<file path="config.mk">
export PLATFORM = sky130hd
export DESIGN_NAME = reg_write_queue_flat
export DESIGN_NICKNAME = d
export VERILOG_FILES = /design/src/rtl/opl3_pkg.sv /design/src/rtl/reg_write_queue_if.sv /design/src/rtl/reg_write_queue_fifo.sv /design/src/rtl/reg_write_queue.sv /design/src/flat_wrapper.sv
export SDC_FILE = /design/constraint.sdc
export NUM_CORES = 1
export LEC_CHECK = 0
export ABC_AREA = 1
export ABC_CLOCK_PERIOD_IN_PS = 2290
export CORE_ASPECT_RATIO = 1.25
export CORE_UTILIZATION = 59
export CTS_BUF_LIST = sky130_fd_sc_hd__clkbuf_8
export DETAILED_ROUTE_END_ITERATION = 10
export DONT_BUFFER_PORTS = 1
export GPL_ROUTABILITY_DRIVEN = 0
export PLACE_DENSITY = 0.78
export SYNTH_ARGS = -nofsm -noshare
export SYNTH_HDL_FRONTEND = slang
export SYNTH_SLANG_ARGS = --single-unit
</file>
<file path="constraint.sdc">
create_clock -name clk -period 2.29 [get_ports clk]
set_clock_uncertainty 0.05 [all_clocks]
set_input_delay 0 -clock clk [delete_from_list [all_inputs] [get_ports clk]]
set_output_delay 0 -clock clk [all_outputs]
set_load 0.03 [all_outputs]
</file>
<file path="src/rtl/opl3_pkg.sv">
// Shared definitions for the register-file write path.
// Provides the default register-file geometry, the address/data pair that
// travels through the write queue, and the write-queue state encoding.
package opl3_pkg;

   localparam int REG_FILE_ADDR_WIDTH = 9;
   localparam int REG_DATA_WIDTH      = 8;

   // One host register write as it sits in the queue
   typedef struct packed {
      logic [REG_FILE_ADDR_WIDTH-1:0] addr;
      logic [REG_DATA_WIDTH-1:0]      data;
   } reg_write_t;

   // INIT sweeps the memory after reset, RUN drains host writes
   typedef enum logic [0:0] {
      INIT = 1'b0,
      RUN  = 1'b1
   } reg_write_queue_state_t;

endpackage

</file>
<file path="src/rtl/reg_write_queue_if.sv">
// Bus bundle for reg_write_queue.
// Host side : wr_valid/wr_addr/wr_data in, wr_ready out.
// Pipeline  : drain_en (idle window), clear_overflow.
// Memory    : mem_wea/mem_addra/mem_dia to port A of the register file.
// Status    : init_done, overflow (sticky), level (FIFO occupancy).
// slave = the queue itself, master = whoever drives host/pipeline inputs.
interface reg_write_queue_if #(
   parameter int ADDR_WIDTH = 9,
   parameter int DATA_WIDTH = 8,
   parameter int FIFO_DEPTH = 16
);
   localparam int LW = $clog2(FIFO_DEPTH) + 1;

   logic                  wr_valid;
   logic [ADDR_WIDTH-1:0] wr_addr;
   logic [DATA_WIDTH-1:0] wr_data;
   logic                  wr_ready;
   logic                  drain_en;
   logic                  clear_overflow;
   logic                  mem_wea;
   logic [ADDR_WIDTH-1:0] mem_addra;
   logic [DATA_WIDTH-1:0] mem_dia;
   logic                  init_done;
   logic                  overflow;
   logic [LW-1:0]         level;

   modport slave (
      input  wr_valid, wr_addr, wr_data, drain_en, clear_overflow,
      output wr_ready, mem_wea, mem_addra, mem_dia, init_done, overflow, level
   );

   modport master (
      output wr_valid, wr_addr, wr_data, drain_en, clear_overflow,
      input  wr_ready, mem_wea, mem_addra, mem_dia, init_done, overflow, level
   );
endinterface

</file>
<file path="src/rtl/reg_write_queue_fifo.sv">
// sync_fifo: generic single-clock FIFO.
// Ports: clk, reset_n (async active-low), i_push/i_data write side,
// i_pop/o_data read side (o_data shows the head entry combinationally),
// o_full, o_empty, o_level (0..DEPTH).
// A push while full or a pop while empty is ignored. DEPTH must be a power
// of two so the pointers wrap naturally.
module sync_fifo
   import opl3_pkg::*;
#(
   parameter type T     = reg_write_t,
   parameter int  DEPTH = 16
) (
   input  logic                   clk,
   input  logic                   reset_n,
   input  logic                   i_push,
   input  T                       i_data,
   input  logic                   i_pop,
   output T                       o_data,
   output logic                   o_full,
   output logic                   o_empty,
   output logic [$clog2(DEPTH):0] o_level
);
   localparam int PW = $clog2(DEPTH);

   T               r_mem [DEPTH];
   logic [PW-1:0]  r_wrPtr;
   logic [PW-1:0]  r_rdPtr;
   logic [PW:0]    r_level;
   logic           w_doPush;
   logic           w_doPop;

   assign o_full   = (r_level == (PW+1)'(DEPTH));
   assign o_empty  = (r_level == '0);
   assign o_level  = r_level;
   assign o_data   = r_mem[r_rdPtr];
   assign w_doPush = i_push && !o_full;
   assign w_doPop  = i_pop && !o_empty;

   // Storage has no reset; only pointers and the count define validity
   always_ff @(posedge clk) begin
      if (w_doPush)
         r_mem[r_wrPtr] <= i_data;
   end

   // Pointers wrap naturally; level is kept as an explicit counter so a
   // full queue is distinguishable from an empty one
   always_ff @(posedge clk or negedge reset_n) begin
      if (!reset_n) begin
         r_wrPtr <= '0;
         r_rdPtr <= '0;
         r_level <= '0;
      end else begin
         if (w_doPush)
            r_wrPtr <= r_wrPtr + 1'b1;
         if (w_doPop)
            r_rdPtr <= r_rdPtr + 1'b1;
         if (w_doPush && !w_doPop)
            r_level <= r_level + 1'b1;
         else if (w_doPop && !w_doPush)
            r_level <= r_level - 1'b1;
      end
   end
endmodule

</file>
<file path="src/rtl/reg_write_queue.sv">
// reg_write_queue: buffers host register writes and drains them into the
// register-file write port only during pipeline idle windows.
// Ports: clk, reset_n (async active-low), bus (reg_write_queue_if.slave).
// After reset the whole memory is swept with INIT_VALUE (state INIT); host
// writes may be queued meanwhile but are only drained once in RUN.
module reg_write_queue
   import opl3_pkg::*;
#(
   parameter int                    ADDR_WIDTH    = REG_FILE_ADDR_WIDTH,
   parameter int                    DATA_WIDTH    = REG_DATA_WIDTH,
   parameter int                    FIFO_DEPTH    = 16,
   parameter logic [DATA_WIDTH-1:0] INIT_VALUE    = '0,
   parameter bit                    INIT_ON_RESET = 1'b1
) (
   input  logic               clk,
   input  logic               reset_n,
   reg_write_queue_if.slave   bus
);
   localparam int          LW      = $clog2(FIFO_DEPTH) + 1;
   localparam logic [0:0]  ST_INIT = INIT;
   localparam logic [0:0]  ST_RUN  = RUN;
   localparam logic [0:0]  ST_RST  = INIT_ON_RESET ? ST_INIT : ST_RUN;

   typedef struct packed {
      logic [ADDR_WIDTH-1:0] addr;
      logic [DATA_WIDTH-1:0] data;
   } entry_t;

   logic [0:0]            r_state;
   logic [ADDR_WIDTH-1:0] r_sweepAddr;
   logic                  r_memWea;
   logic [ADDR_WIDTH-1:0] r_memAddra;
   logic [DATA_WIDTH-1:0] r_memDia;
   logic                  r_initDone;
   logic                  r_overflow;
   entry_t                w_pushData;
   entry_t                w_headData;
   logic                  w_full;
   logic                  w_empty;
   logic                  w_push;
   logic                  w_pop;
   logic [LW-1:0]         w_level;

   // A full queue refuses writes even if a pop happens in the same cycle
   assign w_push     = bus.wr_valid && !w_full;
   assign w_pop      = (r_state == ST_RUN) && bus.drain_en && !w_empty;
   assign w_pushData = '{addr: bus.wr_addr, data: bus.wr_data};

   sync_fifo #(
      .T     (entry_t),
      .DEPTH (FIFO_DEPTH)
   ) u_fifo (
      .clk     (clk),
      .reset_n (reset_n),
      .i_push  (w_push),
      .i_data  (w_pushData),
      .i_pop   (w_pop),
      .o_data  (w_headData),
      .o_full  (w_full),
      .o_empty (w_empty),
      .o_level (w_level)
   );

   // Port A is owned by the sweep in INIT and by the FIFO head in RUN;
   // address/data hold their last value when no write is issued
   always_ff @(posedge clk or negedge reset_n) begin
      if (!reset_n) begin
         r_state     <= ST_RST;
         r_sweepAddr <= '0;
         r_memWea    <= 1'b0;
         r_memAddra  <= '0;
         r_memDia    <= '0;
      end else if (r_state == ST_INIT) begin
         r_memWea    <= 1'b1;
         r_memAddra  <= r_sweepAddr;
         r_memDia    <= INIT_VALUE;
         r_sweepAddr <= r_sweepAddr + 1'b1;
         if (r_sweepAddr == '1)
            r_state <= ST_RUN;
      end else begin
         r_memWea <= w_pop;
         if (w_pop) begin
            r_memAddra <= w_headData.addr;
            r_memDia   <= w_headData.data;
         end
      end
   end

   // init_done lags the state change by one cycle so it rises only after
   // the final sweep address has been presented
   always_ff @(posedge clk or negedge reset_n) begin
      if (!reset_n)
         r_initDone <= !INIT_ON_RESET;
      else if (r_state == ST_RUN)
         r_initDone <= 1'b1;
   end

   // Sticky drop flag; a drop in the same cycle as a clear keeps it set
   always_ff @(posedge clk or negedge reset_n) begin
      if (!reset_n)
         r_overflow <= 1'b0;
      else if (bus.wr_valid && w_full)
         r_overflow <= 1'b1;
      else if (bus.clear_overflow)
         r_overflow <= 1'b0;
   end

   assign bus.wr_ready  = !w_full;
   assign bus.mem_wea   = r_memWea;
   assign bus.mem_addra = r_memAddra;
   assign bus.mem_dia   = r_memDia;
   assign bus.init_done = r_initDone;
   assign bus.overflow  = r_overflow;
   assign bus.level     = w_level;
endmodule

</file>
<file path="src/flat_wrapper.sv">
// flat-port wrapper written by rule: the top's interface ports become plain ports
module reg_write_queue_flat import opl3_pkg::*;
#(
   parameter int                    ADDR_WIDTH    = REG_FILE_ADDR_WIDTH,
   parameter int                    DATA_WIDTH    = REG_DATA_WIDTH,
   parameter int                    FIFO_DEPTH    = 16,
   parameter logic [DATA_WIDTH-1:0] INIT_VALUE    = '0,
   parameter bit                    INIT_ON_RESET = 1'b1
)
  (clk, reset_n, bus_wr_valid, bus_wr_addr, bus_wr_data, bus_drain_en, bus_clear_overflow, bus_wr_ready, bus_mem_wea, bus_mem_addra, bus_mem_dia, bus_init_done, bus_overflow, bus_level);
  reg_write_queue_if #(.ADDR_WIDTH(ADDR_WIDTH), .DATA_WIDTH(DATA_WIDTH), .FIFO_DEPTH(FIFO_DEPTH)) bus_i ();
  input  logic clk;
  input  logic reset_n;
  input wire logic [$bits(bus_i.wr_valid)-1:0] bus_wr_valid;
  input wire logic [$bits(bus_i.wr_addr)-1:0] bus_wr_addr;
  input wire logic [$bits(bus_i.wr_data)-1:0] bus_wr_data;
  input wire logic [$bits(bus_i.drain_en)-1:0] bus_drain_en;
  input wire logic [$bits(bus_i.clear_overflow)-1:0] bus_clear_overflow;
  output wire logic [$bits(bus_i.wr_ready)-1:0] bus_wr_ready;
  output wire logic [$bits(bus_i.mem_wea)-1:0] bus_mem_wea;
  output wire logic [$bits(bus_i.mem_addra)-1:0] bus_mem_addra;
  output wire logic [$bits(bus_i.mem_dia)-1:0] bus_mem_dia;
  output wire logic [$bits(bus_i.init_done)-1:0] bus_init_done;
  output wire logic [$bits(bus_i.overflow)-1:0] bus_overflow;
  output wire logic [$bits(bus_i.level)-1:0] bus_level;
  assign bus_i.wr_valid = bus_wr_valid;
  assign bus_i.wr_addr = bus_wr_addr;
  assign bus_i.wr_data = bus_wr_data;
  assign bus_i.drain_en = bus_drain_en;
  assign bus_i.clear_overflow = bus_clear_overflow;
  assign bus_wr_ready = bus_i.wr_ready;
  assign bus_mem_wea = bus_i.mem_wea;
  assign bus_mem_addra = bus_i.mem_addra;
  assign bus_mem_dia = bus_i.mem_dia;
  assign bus_init_done = bus_i.init_done;
  assign bus_overflow = bus_i.overflow;
  assign bus_level = bus_i.level;
  reg_write_queue #(.ADDR_WIDTH(ADDR_WIDTH), .DATA_WIDTH(DATA_WIDTH), .FIFO_DEPTH(FIFO_DEPTH), .INIT_VALUE(INIT_VALUE), .INIT_ON_RESET(INIT_ON_RESET)) u_core (.clk(clk), .reset_n(reset_n), .bus(bus_i));
endmodule
</file>
# --- Word-level counts from Yosys, hierarchy flattened ---
# Memories as Yosys holds them, arrays and structs flattened.
# Cells that the tools add are included.
classes:
  add_sub_neg: 5
  mul: 0
  n_div: 0
  order_cmp: 0
  n_eq_ne: 3
  shifts: 0
  mux: 13
  n_bitwise: 0
  reduce_logical: 15
op_table:
  columns: ["op", "count"]
  rows:
  - ["9-bit two-way mux", 2]
  - ["8-bit two-way mux", 2]
  - ["5-bit two-way mux", 2]
  - ["9-bit by 1-bit adder with 9-bit output, second input constant", 1]
  - ["9-bit == test, second input constant", 1]
  - ["4-bit by 1-bit adder with 4-bit output, second input constant", 2]
  - ["1-bit logical AND", 8]
  - ["1-bit two-way mux", 7]
  - ["5-bit by 1-bit adder with 5-bit output, second input constant", 1]
  - ["5-bit == test, second input constant", 1]
  - ["5-bit logical NOT", 1]
  - ["5-bit by 1-bit subtractor with 5-bit output, second input constant", 1]
  - ["1-bit logical NOT", 4]
  - ["2-bit nonzero test", 2]
  - ["2-bit inequality test, second input constant", 1]
word_totals:
  reg_bits: 43
  latchBits: 0
  ram_bits: 272
  romBits: 0
  input_bits: 22
  output_inout_bits: 26
  word_cells: 47
  mem_count: 1
mem_list:
  columns: ["memory", "depth", "width", "rd", "rd_ports_with_merged_regs", "write_ports", "line", "rtl"]
  rows:
  - ["u_core.u_fifo.r_mem", 16, 17, 1, 0, 1, "reg_write_queue_fifo.sv:25", "T r_mem [DEPTH];"]

# --- Logic depth before layout (Yosys ltp) ---
# Gate-level depths: netlist of run 1.
depth:
  depth_word: 8
  ltp_mapped: 12
  depth_no_buf: 12

# --- Modules after synthesis ---
# Synthesis of run 1 repeated with hierarchy kept, for this count alone.
hier_totals:
  hier_cells: 1325
  hier_area_um2: 13570.5
by_module_without_submodules:
  columns: ["mod", "instances", "cells_each", "area_per_inst_um2", "seq_area_each_um2"]
  rows:
  - ["sync_fifo", 1, 1179, 12239.2, 8493.1]
  - ["reg_write_queue", 1, 146, 1331.3, 750.7]

# --- Worst setup path before layout of run 1 ---
# OpenSTA, ideal clock, no wires.
synth_timing:
  path_type: "reg2reg"
  from: "register u_core.u_fifo.r_level[1], in the netlist u_core.u_fifo.o_level[1]"
  to: "register u_core.u_fifo.r_level[4], in the netlist u_core.u_fifo.o_level[4]"
  setup_time_ps: 131
  arrival_ps: 2510
  required_ps: 2109
  path_slack_ps: -400
  stages_incl_launch_ff: 13
  path_buffers: 0
  period_less_slack_ps: 2690
  cell_sequence: "dfrtp_1 nor2_1 nand4_1 nand2_1 inv_2 ha_1 inv_1 ha_1 a21oi_1 nand2_1 a21oi_1 o21ai_0 xor2_1"
synth_via:
  elab_chain_len: 7
  word_cells_on_any_way: 17
  cone_classes: "add/sub (2); eq/ne (1); mux (2); reduce/logical (12)"
synth_rtl:
  columns: ["item", "line", "rtl"]
  rows:
  - ["start: declaration", "reg_write_queue_fifo.sv:28", "logic [PW:0] r_level;"]
  - ["start signal: assignment", "reg_write_queue_fifo.sv:58", "r_level <= r_level + 1'b1;"]
  - ["start signal: assignment", "reg_write_queue_fifo.sv:60", "r_level <= r_level - 1'b1;"]
  - ["5-bit == test (*)", "reg_write_queue_fifo.sv:32", "assign o_full = (r_level == (PW+1)'(DEPTH));"]
  - ["1-bit logical NOT (*)", null, null]
  - ["via bus_wr_ready", "flat_wrapper.sv:19", "output wire logic [$bits(bus_i.wr_ready)-1:0] bus_wr_ready;"]
  - ["1-bit logical AND", "reg_write_queue.sv:45", "assign w_push = bus.wr_valid && !w_full;"]
  - ["1-bit logical AND (*)", "reg_write_queue_fifo.sv:36", "assign w_doPush = i_push && !o_full;"]
  - ["via u_core.u_fifo.w_doPush", "reg_write_queue_fifo.sv:29", "logic w_doPush;"]
  - ["1-bit logical NOT", "reg_write_queue_fifo.sv:59", "else if (w_doPop && !w_doPush)"]
  - ["1-bit logical AND", "reg_write_queue_fifo.sv:59", null]
  - ["2-bit nonzero test (no line)", null, null]
# Mark *: on every way through the listed nets, which the timed path passes. The rest lies on a longest branch. The select of a mux whose other input is x is not followed.
# A chain may end at the register's enable or synchronous reset.

# --- Worst setup path after layout of run 1 ---
layout_timing:
  from: "register u_core.u_fifo.r_level[3], in the netlist u_core.u_fifo.o_level[3]"
  to: "memory u_core.u_fifo.r_mem[15][5] in the netlist's numbering (enable)"
layout_via:
  elab_chain_len: 6
layout_rtl:
  columns: ["item", "line", "rtl"]
  rows:
  - ["5-bit == test (*)", "reg_write_queue_fifo.sv:32", null]
  - ["1-bit logical NOT (*)", "reg_write_queue_fifo.sv:36, reg_write_queue.sv:45", null]
  - ["1-bit logical AND", "reg_write_queue.sv:45", null]
  - ["1-bit logical AND (*)", "reg_write_queue_fifo.sv:36", null]
  - ["via u_core.u_fifo.w_doPush", "reg_write_queue_fifo.sv:29", null]
  - ["1-bit two-way mux (*)", "reg_write_queue_fifo.sv:41", "if (w_doPush)"]
  - ["1-bit two-way mux (not written as such) (*)", "reg_write_queue_fifo.sv:42", "r_mem[r_wrPtr] <= i_data;"]
  - ["end: declaration", "reg_write_queue_fifo.sv:25", null]
# Mark *: on every way through the listed nets, which the timed path passes. The rest lies on a longest branch.

==> results_dict.tcl, run 1 <==
set metrics [dict create \
    hold_path.class "in2reg" \
    cts_sinks 315 \
    clock-root-buffer "clkbuf_8" \
    p_leak_nw 5.562 \
    syn-instance-count 1120 \
    grt_first_pass_wirelength_um 46110 \
    synth_top_family_by_area "simple AND/OR/NAND/NOR gates" \
    synth.area.top_cells "edfxtp_1 (62%), dfrtp_1 (8.2%), nand2_1 (4.9%)" \
    crit_start "u_core.u_fifo.o_level[3]" \
    grt_max_degree 81 \
    final_common_cell "edfxtp_1" \
    synth_xor_area_share_pct 0.9335 \
    antenna_left 0 \
    cts_tree "done" \
    maxCapViolCount 0 \
    overflow 0 \
    synth_compound_area_share_pct 6.658 \
    synth_nets 1154 \
    violations "DRC" \
    cts_htree_levels 2 \
    drtPass1Iterations 10 \
    io_buffers 0 \
    r2r_start "u_core.u_fifo.o_level[3]" \
    clock_latency_ps 570 \
    synthMuxAreaShare_pct 0 \
    nets 1207 \
    finalWirelength_um 29410 \
    synth-seq-area-share_pct 70.38 \
    layout_common_cells "edfxtp_1 (272), nand2_1 (170), nor2_1 (151)" \
    synth_seq_cells 315 \
    synth_top_area_share_pct 62.18 \
    die_h_um 168.8 \
    syn_area_um2 13140 \
    dp_cells 1372 \
    yosysWarnings 0 \
    drcViolationCount 1 \
    worstSetupPathType "reg2reg" \
    vdd_drop_max_mv 0.6546 \
    hold_depth 6 \
    cts_buffers 47 \
    synth-simple-area-share_pct 14.90 \
    fillCellCount 1502 \
    die_area_um2 22870 \
    syn_to_final_growth_pct 12.35 \
    drtIter0Drc 899 \
    antenna_found_initial 2 \
    grt_pass1_vias 8663 \
    fin_setup_tns_ps 0 \
    cellPowerDensity_nw_per_um2 865.1 \
    wire_per_inst_um 19.74 \
    start_util_pct 60.54 \
    track_usage_pct 26.98 \
    synth_cell_types 31 \
    hpwl_um 17040 \
    drv_slew 0 \
    max_freq_mhz 448.3 \
    timing.rr.end "u_core.u_fifo.r_mem[15][5]" \
    via_count 8521 \
    hp-start "bus_wr_valid" \
    crit_path_end_kind "flip-flop" \
    via_per_inst 5.719 \
    min_period_over_period_pct 97.41 \
    critical_path_peak_fanout 17 \
    arrival_ps 2350 \
    synth_top_cell_by_area "edfxtp_1" \
    io-pin-count 48 \
    post-route-util_pct 68.02 \
    cp-start-kind "flip-flop" \
    synthAdderAreaFrac_pct 1.200 \
    num_rows 60 \
    grt_setup_unrepaired "true" \
    crit_required_ps 2410 \
    max_slew_margin_pct 28.24 \
    timing_hold_violations_final 0 \
    min_to "u_core.u_fifo.o_level[1]" \
    cts_setup_buffers 0 \
    drive_gt1_share_pct 11.65 \
    finalCriticalPeriod_ps 2231 \
    cts_buffer_depth 3 \
    tightest_slew_ps 1075 \
    fin_cells 1490 \
    syn_avg_cell_area_um2 11.73 \
    core-area_um2 21700 \
    run_status "finished with violations" \
    r2r_slack_ps 60 \
    setup_violations 0 \
    r2r_cells 6 \
    clk_pin_slew_ps 60 \
    fp.dieW_um 135.5 \
]
## cell type report
type	count	area, um^2	share of cell area, %
Clock inverter	38	193.9	1.314
Clock buffer	48	660.6	4.476
Inverter	100	381.6	2.586
Multi-Input combinational cell	644	3237	21.93
Sequential cell	315	9253	62.70
Tap cell	279	349.1	2.365
Timing Repair Buffer	65	680.7	4.612
Antenna cell	1	2.502	0.01696
## Yosys cell counts (all sizes together)
library cell  number
or2                2
nor2             178
fa                 1
buf               52
o22ai              7
ha                11
xor2              12
nor4               1
o211ai            50
nand3            113
nand2            171
clkinv             2
nand4              4
dfrtp             43
o21ai             85
edfxtp           272
a21oi              6
nor3               1
inv               98
xnor2              2
clkbuf             9
## worst max-delay path: stages (launching register included)
cell and delay (ps):
dfrtp_2 360, inv_1 50, nand4_1 110, nand2_1 90
inv_2 150, nand2_1 180, nor2_2 850
## layer usage
layer	vias to the layer above	part of all wire [%]	GRT usage [%]
li1	3970	-	-
met1	4130	40	34.65
met2	356	49	43.92
met3	63	8.2	6.080
met4	2	2.9	12.02
met5	-	0.044	0
## registers in the layout, indices dropped and copies added (netlist names)
name	count
u_core.u_fifo.r_rdPtr	4
u_core.r_sweepAddr	9
u_core.bus.mem_wea	1
u_core.bus.overflow	1
u_core.r_state	1
u_core.bus.mem_dia	8
u_core.u_fifo.r_wrPtr	4
u_core.u_fifo.o_level	5
u_core.bus.mem_addra	9
u_core.bus.init_done	1
u_core.u_fifo.r_mem	272
## report_power, final
group | switching, mW | internal (mW)
combinational | 1.08 | 0.483
sequential | 0.166 | 6.83
clock | 2.13 | 2.08
## per-stage QoR
step	hold WS (ps)	instance area (um^2)	setup WS, ps	power, mW
final	61.00	14760	59.30	12.77
after global routing	96.37	14760	-74.37	13.26
after CTS	29.18	14710	-20.99	12.75
after detailed placement	-344.5	13510	-30.63	8.414
after global placement	-344.8	13510	13.61	8.337
after floorplan	-345.6	13210	-216.3	7.917
## how the worst max path moves through the flow
stage,end,slack (ps),cells past startpoint
floorplan,u_core.u_fifo.o_level[4],-220,12
global placement,u_core.u_fifo.r_mem[8][8],10,7
detailed placement,u_core.u_fifo.r_mem[8][8],-30,7
CTS,u_core.u_fifo.r_mem[4][5],-20,6
global route,u_core.u_fifo.r_mem[15][1],-70,6
finish,u_core.u_fifo.r_mem[15][5],60,6
## logic make-up (layout without fill, tap and decap cells)
kind of cell	Yosys count	in the layout
buffers and inverters	161	251
AND/OR/NAND/NOR	470	470
flip-flops	315	315
AO/OA/AOI/OAI	148	148
adder cells (fa/ha/maj)	12	12
other	0	1
XOR/XNOR	14	14
## timing repair
item                                    in CTS  in global routing
hold buffers                                31                  0
endpoints found under the setup margin      51                170
gates resized for setup                      2                  9
endpoints found under the hold margin      333                  0
Power figures use the tool's default switching activity.
==> run 2, diff against run 1 <==
- SETUP_SLACK_MARGIN: unset -> 0.4
==> results_dict.tcl, run 2 (same netlist as run 1, synthesis figures left out) <==
set metrics [dict create \
    cts_sinks 315 \
    grt_setup_unrepaired "true" \
    finalWirelength_um 32970 \
    drv_slew 0 \
    cp-start-kind "flip-flop" \
    core-area_um2 21700 \
    io_buffers 0 \
    syn_to_final_growth_pct 17.00 \
    clock-root-buffer "clkbuf_8" \
    hold_path.class "in2reg" \
    cellPowerDensity_nw_per_um2 845.8 \
    switching_share_pct 26.75 \
    grt_first_pass_wirelength_um 47330 \
    overflow 0 \
    p_sw_mw 3.477 \
    hold_slack_ps 82.75 \
    min_period_over_period_pct 88.56 \
    drtPass1Iterations 7 \
    maxCapViolCount 0 \
    num_rows 60 \
    comb_power_share_pct 14.5 \
    largest_reg_flops 272 \
    p_clk_share_pct 31.5 \
    internal_power_mw 9.522 \
    drive_gt1_share_pct 15.93 \
    finalInstanceArea_um2 15370 \
    hpwl_um 17090 \
    arrival_ps 2420 \
    max_slew_margin_pct 56.45 \
    cts_htree_levels 2 \
    worstSetupPathType "reg2reg" \
    via_count 8978 \
    drcViolationCount 0 \
    diodes 0 \
    start_util_pct 60.54 \
    via_per_inst 5.899 \
    top_register "u_core.u_fifo.r_mem" \
    grt_max_degree 72 \
    critical_path_peak_fanout 6 \
    cp_top_family "simple AND/OR/NAND/NOR gates" \
    path_cells "nor2_4, nand4_1, nand2_2, inv_4, ha_4, inv_8, ha_4, a21oi_2, nand2_2, a21oi_2, o21ai_1, xor2_1" \
    antenna_left 0 \
    clk_pin_slew_ps 60 \
    slowest_delay_ps 420 \
    run_status "complete, no violations" \
    fp.dieW_um 135.5 \
    max_freq_mhz 493.1 \
    nets 1244 \
    layout_common_cells "edfxtp_1 (272), nand2_1 (160), nor2_1 (150)" \
    track_usage_pct 28.02 \
    setup_violations 0 \
    wire_per_inst_um 21.66 \
    io-pin-count 48 \
    cts_buffers 47 \
    cts_tree "done" \
    cts_buffer_depth 3 \
    cp_num_buf_inv 2 \
    vdd_drop_max_mv 0.6387 \
    crit_path_end_kind "flip-flop" \
    drtIter0Drc 1015 \
    finalCriticalPeriod_ps 2028 \
    tightest_slew_ps 651.0 \
    antenna_found_initial 0 \
    die_h_um 168.8 \
    die_area_um2 22870 \
    grt_pass1_vias 8739 \
    fin_setup_tns_ps 0 \
    final_common_cell "edfxtp_1" \
    crit_required_ps 2680 \
    timing_hold_violations_final 0 \
    power_mw 13.00 \
    clock_latency_ps 570 \
    worst_path_max_delay_cell "dfrtp_2" \
    placed_area_um2 13580 \
    seq_power_share_pct 54.0 \
    p_leak_nw 5.888 \
]
==> run 2: cell types whose count changed in the layout (fill, tap and decap cells not counted), moves of 5 or more <==
cell | before | now
clkinv_2 | 8 | 3
clkinv_1 | 16 | 6
nand2_2 | 1 | 9
inv_1 | 104 | 115
nand2_1 | 170 | 160
buf_4 | 27 | 45
dlygate4sd3_1 | 29 | 24
buf_12 | 8 | 22
buf_6 | 0 | 5
nand3_1 | 112 | 107
nand3_2 | 1 | 6
nor2_2 | 16 | 11
nor2_4 | 11 | 17
==> run 2: final timing paths <==
| path | slack, ps | cells after the start | to | startpoint |
|---|---|---|---|---|
| setup / recovery | 260 | 12 | u_core.u_fifo.o_level[4] | u_core.u_fifo.o_level[1] |
| hold / removal | 80 | 3 | u_core.bus.overflow | bus_wr_valid |
| setup reg to reg | 260 | 12 | u_core.u_fifo.o_level[4] | u_core.u_fifo.o_level[1] |
| hold reg to reg | 460 | 1 | u_core.r_sweepAddr[3] | u_core.r_sweepAddr[3] |
| max in group asynchronous | 1440 | 4 | u_core.u_fifo.r_rdPtr[0] | reset_n |
| min in group asynchronous | 520 | 4 | u_core.u_fifo.r_wrPtr[1] | reset_n |
==> run 2: power groups by stage <==
stage / registers (mW) / clock network (mW) / logic [mW]
after global placement: 7.09 / 0 / 1.37
after floorplan: 7.19 / 0 / 0.862
after CTS: 6.99 / 4.12 / 1.78
after detailed placement: 7.11 / 0 / 1.42
after global routing: 7.04 / 4.41 / 2.02
final: 7.01 / 4.09 / 1.89
==> run 2: metrics by stage <==
step	worst slack [ps]	cells	util, %
2_1_floorplan	-166.5	1120	-
5_1_grt	136.0	1522	70.84
6_report	262.0	1522	70.84
4_1_cts	267.4	1506	69.54
3_3_place_gp	208.5	1366	62.57
3_5_place_dp	85.82	1366	62.57
==> run 2: layout make-up <==
cell class                      count  area [um^2]
Clock buffer                       48        660.6
Clock inverter                     34        168.9
Fill cell                        1371         6327
Inverter                          100        400.4
Multi-Input combinational cell    644         3353
Sequential cell                   315         9253
Tap cell                          279        349.1
Timing Repair Buffer              101         1175
Timing Repair inverter              1        8.758
==> run 2: per-layer routing <==
layer	wire length, um	up-vias	global-route usage (%)
met4	1226	0	12.31
met3	3048	87	5.001
met1	11800	4312	34.81
met2	16890	544	47.89
li1	-	4035	-
met5	0	-	0
==> run 2: timing repair <==
action                     CTS  global route
buffers inserted            32            12
hold buffers                26             1
pin swaps                   19            18
hold endpoints to repair   332             7
resized for setup            8            27
gates cloned                 0             4
setup endpoints to repair  278           190
==> run 2: tightest hold or removal path: cells and delay by family <==
family | cells | cell delay [ps]
buf+inv | 2 | 580
compound gates | 1 | 60
